$ cat config.mk
export PLATFORM = sky130hd
export DESIGN_NAME = auto_bcd_counter_mux
export DESIGN_NICKNAME = d
export VERILOG_FILES = /design/src/rtl/seven_seg_pkg.sv /design/src/rtl/tick_gen.sv /design/src/rtl/auto_bcd_counter_mux.sv
export SDC_FILE = /design/constraint.sdc
export NUM_CORES = 1
export LEC_CHECK = 0
export CAP_MARGIN = 20
export CORE_MARGIN = 8
export CORE_UTILIZATION = 46
export CTS_CLUSTER_DIAMETER = 200
export DETAILED_ROUTE_END_ITERATION = 8
export GPL_ROUTABILITY_DRIVEN = 0
export PLACE_DENSITY_LB_ADDON = 0.3
export RECOVER_POWER = 100
export SETUP_SLACK_MARGIN = 0.1
export SYNTH_ARGS = -nofsm -noshare
export SYNTH_HDL_FRONTEND = slang
export SYNTH_HIERARCHICAL = 1
export SYNTH_SLANG_ARGS = --single-unit
$ cat constraint.sdc
create_clock -name CLOCK_50 -period 3.6 [get_ports CLOCK_50]
set_input_delay 0.36 -clock CLOCK_50 [delete_from_list [all_inputs] [get_ports CLOCK_50]]
set_output_delay 0.36 -clock CLOCK_50 [all_outputs]
set_load 0.1 [all_outputs]
$ cat src/rtl/seven_seg_pkg.sv
// Shared seven-segment patterns (active-low, segment a in the MSB), rate multipliers
// and small elaboration-time helpers for the BCD counter display slice.
`timescale 1ns/1ps
package seven_seg_pkg;

  localparam logic [6:0] SEG_0     = 7'b0000001;
  localparam logic [6:0] SEG_1     = 7'b1001111;
  localparam logic [6:0] SEG_2     = 7'b0010010;
  localparam logic [6:0] SEG_3     = 7'b0000110;
  localparam logic [6:0] SEG_4     = 7'b1001100;
  localparam logic [6:0] SEG_5     = 7'b0100100;
  localparam logic [6:0] SEG_6     = 7'b0100000;
  localparam logic [6:0] SEG_7     = 7'b0001111;
  localparam logic [6:0] SEG_8     = 7'b0000000;
  localparam logic [6:0] SEG_9     = 7'b0000100;
  localparam logic [6:0] SEG_BLANK = 7'b1111111;

  localparam int unsigned SPD_MULT_00 = 1;
  localparam int unsigned SPD_MULT_01 = 2;
  localparam int unsigned SPD_MULT_10 = 4;
  localparam int unsigned SPD_MULT_11 = 12;

  function automatic logic [6:0] seg_decode(input logic [3:0] nibble);
    case (nibble)
      4'd0:    return SEG_0;
      4'd1:    return SEG_1;
      4'd2:    return SEG_2;
      4'd3:    return SEG_3;
      4'd4:    return SEG_4;
      4'd5:    return SEG_5;
      4'd6:    return SEG_6;
      4'd7:    return SEG_7;
      4'd8:    return SEG_8;
      4'd9:    return SEG_9;
      default: return SEG_BLANK;
    endcase
  endfunction

  // Only ever evaluated on parameters, so it folds to a constant.
  function automatic logic [31:0] to_bcd(input int unsigned value);
    logic [31:0] result;
    int unsigned rest;
    result = '0;
    rest   = value;
    for (int i = 0; i < 8; i++) begin
      result[4*i +: 4] = 4'(rest % 10);
      rest = rest / 10;
    end
    return result;
  endfunction

endpackage

$ cat src/rtl/tick_gen.sv
// Prescaler producing a one-cycle strobe every BASE_PERIOD*mult cycles; holds while
// paused and restarts from zero on clear or on a change of the rate select.
`timescale 1ns/1ps
module tick_gen
  import seven_seg_pkg::*;
#(
  parameter int unsigned BASE_PERIOD = 25000000
) (
  input  logic       clk,
  input  logic       rst_n,
  input  logic       clr,
  input  logic       en,
  input  logic [1:0] spd,
  output logic       tick
);

  localparam logic [31:0] LAST_00 = 32'(BASE_PERIOD * SPD_MULT_00 - 1);
  localparam logic [31:0] LAST_01 = 32'(BASE_PERIOD * SPD_MULT_01 - 1);
  localparam logic [31:0] LAST_10 = 32'(BASE_PERIOD * SPD_MULT_10 - 1);
  localparam logic [31:0] LAST_11 = 32'(BASE_PERIOD * SPD_MULT_11 - 1);

  logic [31:0] prescale;
  logic [31:0] period_last;
  logic [1:0]  spd_q;
  logic        spd_changed;

  always_comb begin
    period_last = LAST_00;
    case (spd)
      2'b01:   period_last = LAST_01;
      2'b10:   period_last = LAST_10;
      2'b11:   period_last = LAST_11;
      default: period_last = LAST_00;
    endcase
  end

  // A rate change suppresses the strobe so a shorter period cannot fire early.
  assign spd_changed = (spd != spd_q);
  assign tick        = en && !clr && !spd_changed && (prescale == period_last);

  always_ff @(posedge clk or negedge rst_n) begin
    if (!rst_n) begin
      prescale <= '0;
      spd_q    <= '0;
    end else begin
      spd_q <= spd;
      if (clr || spd_changed || tick)
        prescale <= '0;
      else if (en)
        prescale <= prescale + 32'd1;
    end
  end

endmodule

$ cat src/rtl/auto_bcd_counter_mux.sv
// Multi-digit BCD up/down counter stepped by tick_gen, driving active-low
// seven-segment displays with optional leading-zero blanking.
`timescale 1ns/1ps
module auto_bcd_counter_mux
  import seven_seg_pkg::*;
#(
  parameter int DIGITS = 2,
  parameter int MOD    = 100,
  parameter int CLK_HZ = 50000000
) (
  input  logic                CLOCK_50,
  input  logic                KEY0,
  input  logic                SW_CLR,
  input  logic                SW_EN,
  input  logic                SW_DIR,
  input  logic [1:0]          SW_SPD,
  input  logic                SW_BLANK,
  output logic [0:7*DIGITS-1] HEX,
  output logic                TICK,
  output logic                WRAP
);

  generate
    if (DIGITS < 1 || DIGITS > 8 || MOD < 2 || MOD > 10**DIGITS) begin : g_bad_params
      $error("auto_bcd_counter_mux: illegal DIGITS/MOD combination");
    end
  endgenerate

  localparam logic [31:0]         MAX_BCD_ALL = to_bcd(MOD - 1);
  localparam logic [4*DIGITS-1:0] MAX_BCD     = MAX_BCD_ALL[4*DIGITS-1:0];

  logic [4*DIGITS-1:0] count;
  logic [4*DIGITS-1:0] count_next;
  logic                wrap_next;
  logic                tick;
  logic                carry;
  logic [3:0]          nib;
  logic                upper_zero;
  logic [3:0]          dnib;

  tick_gen #(
    .BASE_PERIOD(CLK_HZ / 2)
  ) u_tick_gen (
    .clk  (CLOCK_50),
    .rst_n(KEY0),
    .clr  (SW_CLR),
    .en   (SW_EN),
    .spd  (SW_SPD),
    .tick (tick)
  );

  // Per-digit ripple: carry (up) or borrow (down) moves left while a digit rolls over.
  always_comb begin
    count_next = count;
    wrap_next  = 1'b0;
    carry      = 1'b1;
    nib        = '0;
    if (!SW_DIR) begin
      if (count == MAX_BCD) begin
        count_next = '0;
        wrap_next  = 1'b1;
      end else begin
        for (int d = 0; d < DIGITS; d++) begin
          nib = count[4*d +: 4];
          if (carry) begin
            if (nib == 4'd9) begin
              count_next[4*d +: 4] = 4'd0;
            end else begin
              count_next[4*d +: 4] = nib + 4'd1;
              carry = 1'b0;
            end
          end
        end
      end
    end else begin
      if (count == '0) begin
        count_next = MAX_BCD;
        wrap_next  = 1'b1;
      end else begin
        for (int d = 0; d < DIGITS; d++) begin
          nib = count[4*d +: 4];
          if (carry) begin
            if (nib == 4'd0) begin
              count_next[4*d +: 4] = 4'd9;
            end else begin
              count_next[4*d +: 4] = nib - 4'd1;
              carry = 1'b0;
            end
          end
        end
      end
    end
  end

  always_ff @(posedge CLOCK_50 or negedge KEY0) begin
    if (!KEY0) begin
      count <= '0;
      TICK  <= 1'b0;
      WRAP  <= 1'b0;
    end else if (SW_CLR) begin
      count <= '0;
      TICK  <= 1'b0;
      WRAP  <= 1'b0;
    end else begin
      TICK <= tick;
      WRAP <= tick && wrap_next;
      if (tick)
        count <= count_next;
    end
  end

  // Scan from the most significant digit so upper_zero covers all higher digits.
  always_comb begin
    HEX        = '1;
    upper_zero = 1'b1;
    dnib       = '0;
    for (int d = DIGITS - 1; d >= 0; d--) begin
      dnib = count[4*d +: 4];
      if (SW_BLANK && d > 0 && upper_zero && dnib == 4'd0)
        HEX[7*d +: 7] = SEG_BLANK;
      else
        HEX[7*d +: 7] = seg_decode(dnib);
      upper_zero = upper_zero && (dnib == 4'd0);
    end
  end

endmodule
==> results.toml <==
[synth]
synth.distinct_cells = 62
synth_cells = 352
synth_top_area_cell = "dfrtp_1"
yosysWarnings = 6
seq_area_frac_synth_pct = 36.0
netlist_top_cells_area = "dfrtp_1 36%, xor2_1 7.4%, nor3_1 5.7%"
synth_edf_count = 0
synth_flop_cell = "dfrtp_1"
mappedNetlistArea_sq_mm = 0.00306
synth_area_per_cell_sq_um = 8.69
syn_nets = 372
synth.most_common_cell = "dfrtp_1"
ys_ff_latch = 44
async_flop_share_pct = 100
synthTopCellsByCount = "44 x dfrtp_1, 37 x nor2_1, 35 x nor3_1"
synth_top_area_share_pct = 36.0

[route]
drt_pass1_iterations = 4
routed_via_density = 5.83
vias = 2608
ant_nets = 0
drt-initial-drc-count = 138
routed_wl_mm = 6.89
wire_per_inst_microns = 15.4
drc = 0

[sta]
maxClockFrequency_ghz = 0.329
drv_slew = 0
finClkSkew_ns = 0.00479
tns_ns = 0
min_period_ns = 3.04
period_share_pct = 84.5
rsz0062_at_grt = "false"
tightest_slew_ns = 1.42
finalSetupViolations = 0
timing_hold_violations_final = 0
slew_headroom_pct = 5.13
fin_ws_ns = 0.560

[placement]
place_worst_setup_slack_ns = 0.561
dp_hpwl_mm = 4.87
io_buffers = 23

[critical_path]
cp.required_ns = 3.24
worst_setup_path_end_kind = "output pin"
crit_type = "flop to output pin"
r2r_end = "count[3]"
worstRegToRegCells = 9
worst-r2r-setup-slack_ns = 0.79
arrival_ns = 2.68
startpoint_type = "flop"
reg2reg_from = "u_tick_gen/prescale[10]"
path_max_fanout = 9

[pwr]
power_density_mw_per_mm2 = 292
power.share.clock_pct = 39.8
p_leak_nw = 1.27
max-vdd-ir-drop_v = 0.000244
intPower_w = 0.000723
pwr-share-comb_pct = 8.9
power_switching_w = 0.000246
p_seq_share_pct = 51.3
p_sw_share_pct = 25.4

[cts]
cts_resized = 0
path_clk_slew_ns = 0.09
cts_max_level = 2
cts_sinks = 44
cts_setup_buffers = 0
clk-insertion-delay-late_ns = 0.29
numCtsBuffers = 5
clockBufferDepth = 2
cts_hold_buffers = 0
cts_root_buf = "clkbuf_8"
cts_tree = "done"

[die]
die_area_sq_mm = 0.00952
die_h_microns = 97.6
rows = 29
fp.coreArea_sq_mm = 0.00639
die_w_microns = 97.6
pin_count = 24
initial_utilization_pct = 47.9

[run]
maxCapViolCount = 0

[global_route]
grt-ovfl-total = 0
grt.total_usage_pct = 14.8
grt_pass1_wl_mm = 12.3
grt_pass1_vias = 2603
antenna_found_initial = 0
grt_max_degree = 45

[run_status]
status = "completed"

[finish]
layout-drive-gt1-share_pct = 6.76
syn_to_final_growth_pct = 8.50
utilization_pct = 52.0
fin_nets = 389
antenna_cells = 0

[worst_hold_path]
hold_class = "input port to asynchronous set/reset pin"
-- sequential cells by signal (all words and copies together), names as in the netlist --
| register | count |
|---|---|
| count | 8 |
| TICK | 1 |
| WRAP | 1 |
| u_tick_gen/prescale | 32 |
| u_tick_gen/spd_q | 2 |
-- power by group through the flow --
stage | sequential (W) | combinational, W | clock [W]
after floorplan | 0.000507 | 0.0000618 | 0
after global placement | 0.000507 | 0.0000916 | 0
after detailed placement | 0.000507 | 0.0000922 | 0
after CTS | 0.000497 | 0.0000926 | 0.000402
after global routing | 0.000497 | 0.0000946 | 0.000420
final | 0.000497 | 0.0000866 | 0.000385
-- cell type report --
class,count,area [sq um]
Fill cell,621,3070
Multi-Input combinational cell,274,1780
Clock buffer,5,68.8
Timing Repair Buffer,29,170
Inverter,15,56.3
Clock inverter,3,46.3
Tap cell,77,96.3
Sequential cell,44,1100
-- kinds of logic (layout without fill, tap and decap cells) --
family	count (synthesis)	after routing	share of synthesized area, %
flops	44	44	36.0
simple gates	168	168	30.3
xor+xnor	35	35	10.0
buf+inv	34	52	5.48
fa+ha+maj	12	12	4.91
mux	3	3	0.981
compound gates	56	56	12.4
-- per-stage QoR --
| stage | total power (W) | instances | hold slack [ns] | area, sq um |
|---|---|---|---|---|
| after floorplan | 0.000568 | 352 | 0.0644 | 3060 |
| after global placement | 0.000598 | 438 | 0.561 | 3270 |
| after detailed placement | 0.000599 | 438 | 0.564 | 3270 |
| after CTS | 0.000991 | 446 | 0.249 | 3390 |
| after global routing | 0.00101 | 447 | 0.246 | 3320 |
| final | 0.000968 | 447 | 0.205 | 3320 |
-- worst max-delay path, stage by stage (launching register included) --
cell      delay (ns)
dfrtp_1         0.50
inv_1           0.17
ha_1            0.29
nand2_1         0.12
o31a_2          0.34
o21ai_1         0.09
clkbuf_1        0.88
-- routing by layer --
layer,global-route usage [%],part of all wire (%)
met4,4.08,0.33
met2,23.8,47
met3,3.56,5.9
met5,0,0
met1,19.3,47
-- how the worst max path moves through the flow --
stage / start / to / depth (start not counted)
3_5_place_dp: SW_SPD[0] / count[3] / 10
2_1_floorplan: count[1] / HEX[3] / 5
6_report: count[4] / HEX[10] / 6
4_1_cts: SW_SPD[1] / count[3] / 10
5_1_grt: count[4] / HEX[10] / 6
3_3_place_gp: SW_SPD[0] / count[3] / 10
-- cells in the final DEF, fill, tap and decap left out, types with 9 or more instances in the layout --
cell type  instances
xnor2_1            9
nand3_1           16
ha_1              12
nor3_1            35
nor2_1            37
inv_1             12
nand2_1           22
dfrtp_1           44
nand4_1           14
a21oi_1           14
clkbuf_1          18
xor2_1            26
Power figures use the tool's default switching activity.
